<file path="config.mk">
export PLATFORM = sky130hd
export DESIGN_NAME = spi_frame_decoder
export DESIGN_NICKNAME = d
export VERILOG_FILES = /design/src/rtl/spi_frame_decoder.sv
export SDC_FILE = /design/constraint.sdc
export NUM_CORES = 1
export LEC_CHECK = 0
export BUFFER_PORTS_ARGS = -buffer_cell sky130_fd_sc_hd__buf_4
export CAP_MARGIN = 20
export CORE_MARGIN = 2
export CORE_UTILIZATION = 46
export CTS_CLUSTER_DIAMETER = 50
export DETAILED_ROUTE_END_ITERATION = 10
export GPL_TIMING_DRIVEN = 1
export PLACE_DENSITY = 0.68
export SETUP_SLACK_MARGIN = 0.02
export SLEW_MARGIN = 40
export SYNTH_ARGS = -nofsm -noshare
export SYNTH_HDL_FRONTEND = slang
export SYNTH_SLANG_ARGS = --single-unit
</file>
<file path="constraint.sdc">
create_clock -name i_clk -period 2.3 [get_ports i_clk]
set_input_delay 0.23 -clock i_clk [delete_from_list [all_inputs] [get_ports i_clk]]
set_output_delay 0.23 -clock i_clk [all_outputs]
set_load 0.02 [all_outputs]
</file>
<file path="src/rtl/spi_frame_decoder.sv">
// SPI frame decoder: turns a command byte plus data bytes into register write/read strobes.
// Optional macro SPI_FRAME_BURST_INC_EN enables burst writes with auto-incrementing address.
module spi_frame_decoder #(
    parameter int unsigned ADDR_W     = 7,
    parameter int unsigned DATA_BYTES = 2
) (
    input  logic                      i_clk,
    input  logic                      i_rst,
    input  logic                      i_ss,
    input  logic                      i_byte_valid,
    input  logic [7:0]                i_byte_data,
    output logic                      o_wr_en,
    output logic [ADDR_W-1:0]         o_wr_addr,
    output logic [8*DATA_BYTES-1:0]   o_wr_data,
    output logic                      o_rd_req,
    output logic [ADDR_W-1:0]         o_rd_addr,
    output logic                      o_frame_err,
    output logic                      o_busy
);

    localparam int unsigned DW = 8 * DATA_BYTES;
    localparam int unsigned CW = 3;

    typedef enum logic [1:0] {StIdle, StCmd, StData, StDrain} state_e;

    state_e              r_state;
    logic [CW-1:0]       r_cnt;
    logic [DW-1:0]       r_shift;
    logic [ADDR_W-1:0]   r_addr;
    logic                r_is_write;
    logic                r_excess;
    logic                r_wr_en;
    logic [ADDR_W-1:0]   r_wr_addr;
    logic [DW-1:0]       r_wr_data;
    logic                r_rd_req;
    logic [ADDR_W-1:0]   r_rd_addr;
    logic                r_frame_err;
    logic                r_busy;

    logic [DW-1:0]       w_shift_nxt;
    logic [CW-1:0]       w_cnt_inc;
    logic                w_word_done;
    logic                w_err;

    assign w_shift_nxt = DW'({r_shift, i_byte_data});
    assign w_cnt_inc   = r_cnt + CW'(1);
    assign w_word_done = (w_cnt_inc == CW'(DATA_BYTES));

    // Error verdict for a frame ending this cycle, after any same-cycle byte is accounted for.
    always_comb begin
        w_err = 1'b0;
        unique case (r_state)
            StCmd:   w_err = !i_byte_valid;
            StData:  w_err = i_byte_valid ? !w_word_done : (r_cnt != '0);
            StDrain: w_err = r_excess | (i_byte_valid & r_is_write);
            default: w_err = 1'b0;
        endcase
    end

    always_ff @(posedge i_clk or posedge i_rst) begin
        if (i_rst) begin
            r_state     <= StIdle;
            r_cnt       <= '0;
            r_shift     <= '0;
            r_addr      <= '0;
            r_is_write  <= 1'b0;
            r_excess    <= 1'b0;
            r_wr_en     <= 1'b0;
            r_wr_addr   <= '0;
            r_wr_data   <= '0;
            r_rd_req    <= 1'b0;
            r_rd_addr   <= '0;
            r_frame_err <= 1'b0;
            r_busy      <= 1'b0;
        end else begin
            r_wr_en     <= 1'b0;
            r_rd_req    <= 1'b0;
            r_frame_err <= 1'b0;
            unique case (r_state)
                StIdle: begin
                    if (!i_ss) begin
                        r_state    <= StCmd;
                        r_busy     <= 1'b1;
                        r_cnt      <= '0;
                        r_excess   <= 1'b0;
                        r_is_write <= 1'b0;
                    end
                end
                StCmd: begin
                    if (i_byte_valid) begin
                        if (i_byte_data[7]) begin
                            r_is_write <= 1'b1;
                            r_addr     <= i_byte_data[ADDR_W-1:0];
                            r_state    <= StData;
                        end else begin
                            r_rd_req  <= 1'b1;
                            r_rd_addr <= i_byte_data[ADDR_W-1:0];
                            r_state   <= StDrain;
                        end
                    end
                end
                StData: begin
                    if (i_byte_valid) begin
                        r_shift <= w_shift_nxt;
                        if (w_word_done) begin
                            r_wr_en   <= 1'b1;
                            r_wr_addr <= r_addr;
                            r_wr_data <= w_shift_nxt;
                            r_cnt     <= '0;
`ifdef SPI_FRAME_BURST_INC_EN
                            r_addr    <= r_addr + ADDR_W'(1);
`else
                            r_state   <= StDrain;
`endif
                        end else begin
                            r_cnt <= w_cnt_inc;
                        end
                    end
                end
                StDrain: begin
                    if (i_byte_valid && r_is_write) begin
                        r_excess <= 1'b1;
                    end
                end
                default: r_state <= StIdle;
            endcase

            // Frame end overrides the state update above; a same-cycle byte was still consumed.
            if (r_state != StIdle && i_ss) begin
                r_state     <= StIdle;
                r_busy      <= 1'b0;
                r_frame_err <= w_err;
                r_cnt       <= '0;
                r_excess    <= 1'b0;
            end
        end
    end

    assign o_wr_en     = r_wr_en;
    assign o_wr_addr   = r_wr_addr;
    assign o_wr_data   = r_wr_data;
    assign o_rd_req    = r_rd_req;
    assign o_rd_addr   = r_rd_addr;
    assign o_frame_err = r_frame_err;
    assign o_busy      = r_busy;

endmodule

</file>
==> impl_metrics.json <==
{
  "status": "finished with violations",
  "failed_checks": "negative hold slack",
  "finalCritPeriodShare_pct": 87.2,
  "swShare_pct": 35.2,
  "powerDensity_nw_per_um2": 1340,
  "worstHoldPathType": "in2async",
  "drv_slew": 0,
  "syn_area_um2": 2490,
  "clk_pin_slew_worst_paths_ps": 100,
  "layout_common_cells": "dfrtp_1 (56), buf_4 (45), nand2_1 (25)",
  "crit_required_ps": 2510,
  "cts_resized": 0,
  "synth_area_per_cell_um2": 13.5,
  "tns_ps": 0,
  "num_vias": 1533,
  "finish.utilization_pct": 58.3,
  "area_delta_synth_final_pct": 21.0,
  "wire_per_inst_um": 15.0,
  "postCtsSetupBuffers": 0,
  "vias_per_cell": 5.03,
  "start_util_pct": 48.2,
  "worstPathArrival_ps": 2210,
  "cp-end-kind": "flop",
  "syn-instance-count": 185,
  "netSwitchingPower_uw": 1420,
  "die_y_um": 77.6,
  "overflow": 0,
  "drtIter0Drc": 60,
  "grt_pass1_wl_um": 7620,
  "layout.nets": 257,
  "tritoncts": "yes",
  "ant_nets": 0,
  "n_fill_cell": 431,
  "hold_slack_ps": -9.38,
  "rsz0062_at_grt": "false",
  "instances_no_fill": 305,
  "tightest_slew_ps": 623,
  "antenna_found_initial": 0,
  "combPwrFrac_pct": 42.8,
  "port_buffers": 45,
  "seq_area_frac_synth_pct": 56.2,
  "internal_power_uw": 2620,
  "clock_skew_ps": 7.76,
  "design_area_um2": 3020,
  "io_pins": 46,
  "setup_viol": 0,
  "hpwl_um": 3220,
  "cts_buffers": 5,
  "drive_above_1_share_pct": 40.4,
  "core_um2": 5170,
  "drt_wl_total_um": 4570,
  "worstSetupStartpointType": "flop",
  "ys_types": 32,
  "first_global_vias": 1499,
  "htreeDepth": 2,
  "cts_root_buf": "clkbuf_8",
  "leakage_uw": 0.00158,
  "firstDrtPassIters": 4,
  "mostFrequentLayoutCell": "dfrtp_1",
  "critPathKind": "reg2reg",
  "cts.sinks": 56,
  "grtUsageTotal_pct": 16.0,
  "die_x_um": 77.6,
  "ir_drop_mv": 0.537,
  "post_dp_cell_area_um2": 2910,
  "cap_violations": 0,
  "drc": 0,
  "insertion_delay_ps": 310,
  "ys_ff_latch": 56,
  "clock_tree.buffer_depth": 2,
  "hold_buffers": 0,
  "grt_start_max_net_pins": 30,
  "die_area_um2": 6020,
  "dp_cells": 297,
  "core.rowCount": 26,
  "clockPowerShare_pct": 16.1,
  "seqPwrFrac_pct": 41.0,
  "relSlewSlack_pct": 58.4,
  "routabilityCongestion": 0.770,
  "hold_viol": 12,
  "yosysWarnings": 0,
  "fin_crit_ps": 2010,
  "synth_nets": 208,
  "cp_max_fo": 4,
  "clock.fmax_mhz": 498,
  "num_antenna_cells": 0
}
-- cell usage after synthesis --
master     count  share of area [%]
o21ai_1        1               0.20
o21a_1         1               0.30
nand3_1        1               0.20
nor2_1         1               0.15
nor3_1         1               0.20
a32o_1         1               0.40
and3b_1        1               0.35
o2bb2ai_1      1               0.35
clkinv_1       1               0.15
a22oi_1        1               0.30
a31oi_1        1               0.25
nand2b_1       5                1.3
buf_6          2               0.90
nand2_1       25                3.8
nand3b_1       1               0.30
mux2i_1        3                1.2
and3_4         1               0.45
mux2_2        20                9.0
o21ai_0        7                1.4
buf_2          2               0.40
nor4b_1        1               0.35
mux2_4        19                 11
o211ai_1       1               0.30
a21o_1         1               0.30
ha_1          11                5.5
a21oi_1        2               0.40
nor2b_1        3               0.75
a22o_1         1               0.35
nand3_4        1               0.70
dfrtp_1       56                 56
o311a_1        1               0.40
inv_1         11                1.7
-- sequential cells by signal, summed over array words and instances (netlist names) --
signal / cells
o_rd_addr: 7
r_state: 2
r_excess: 1
r_is_write: 1
o_busy: 1
o_wr_addr: 7
r_cnt: 3
o_wr_en: 1
r_shift: 8
o_frame_err: 1
r_addr: 7
o_wr_data: 16
o_rd_req: 1
-- layout make-up --
class	instances	area, um^2	share of cell area [%]
flip-flops and latches	56	1400	46.5
repair buffers	46	358	11.9
clock buffers	6	72.6	2.41
well taps	70	87.6	2.90
clock inverters	2	38.8	1.29
multi-input cells	113	1010	33.6
inverters	12	45.0	1.49
-- worst max-delay path, stage by stage (launching register included) --
cell	delay [ps]
dfrtp_1	430
inv_1	120
ha_1	230
inv_1	110
ha_1	230
nand2b_1	200
o21ai_1	220
o21ai_0	110
a32o_1	250
-- cells by family (layout without fill, tap and decap cells) --
family	count (synthesis)	count (layout)	share of synthesized area, %
DFF	56	56	56.2
muxes	42	42	21.7
and+or+nand+nor	41	41	8.48
AOI/OAI and AO/OA	19	19	4.97
buffers and inverters	16	66	3.11
adders and majority gates	11	11	5.52
-- metrics by stage --
stage	worst slack, ps	total power [uW]
after global placement	401	3380
after detailed placement	319	3430
after floorplan	500	2790
after global routing	178	4300
final	294	4040
after CTS	295	4080
-- final timing paths --
kind | startpoint | to | slack (ps) | cells past startpoint
max | r_state[1] | r_cnt[2] | 290 | 8
min | i_rst | o_wr_addr[6] | -9 | 2
max reg2reg | r_state[1] | r_cnt[2] | 290 | 8
min reg2reg | o_rd_addr[3] | o_rd_addr[3] | 500 | 2
max in group asynchronous | i_rst | o_wr_data[0] | 1740 | 3
min in group i_clk | i_byte_data[1] | o_rd_addr[1] | 140 | 3
-- per-layer routing --
metal / vias up / GRT usage [%] / routed length, um
met2: 44 / 24.7 / 2070
li1: 728 / - / -
met5: - / 0 / 0
met3: 4 / 3.37 / 229
met1: 757 / 23.2 / 2250
met4: 0 / 3.75 / 28
-- power by group through the flow --
stage,sequential (uW),clock (uW),combinational (uW)
after floorplan,1930,0,867
after detailed placement,1680,0,1750
after CTS,1660,670,1750
after global placement,1670,0,1710
after global routing,1720,713,1870
final,1660,653,1730
No activity file was read; power rests on OpenSTA's default activity.
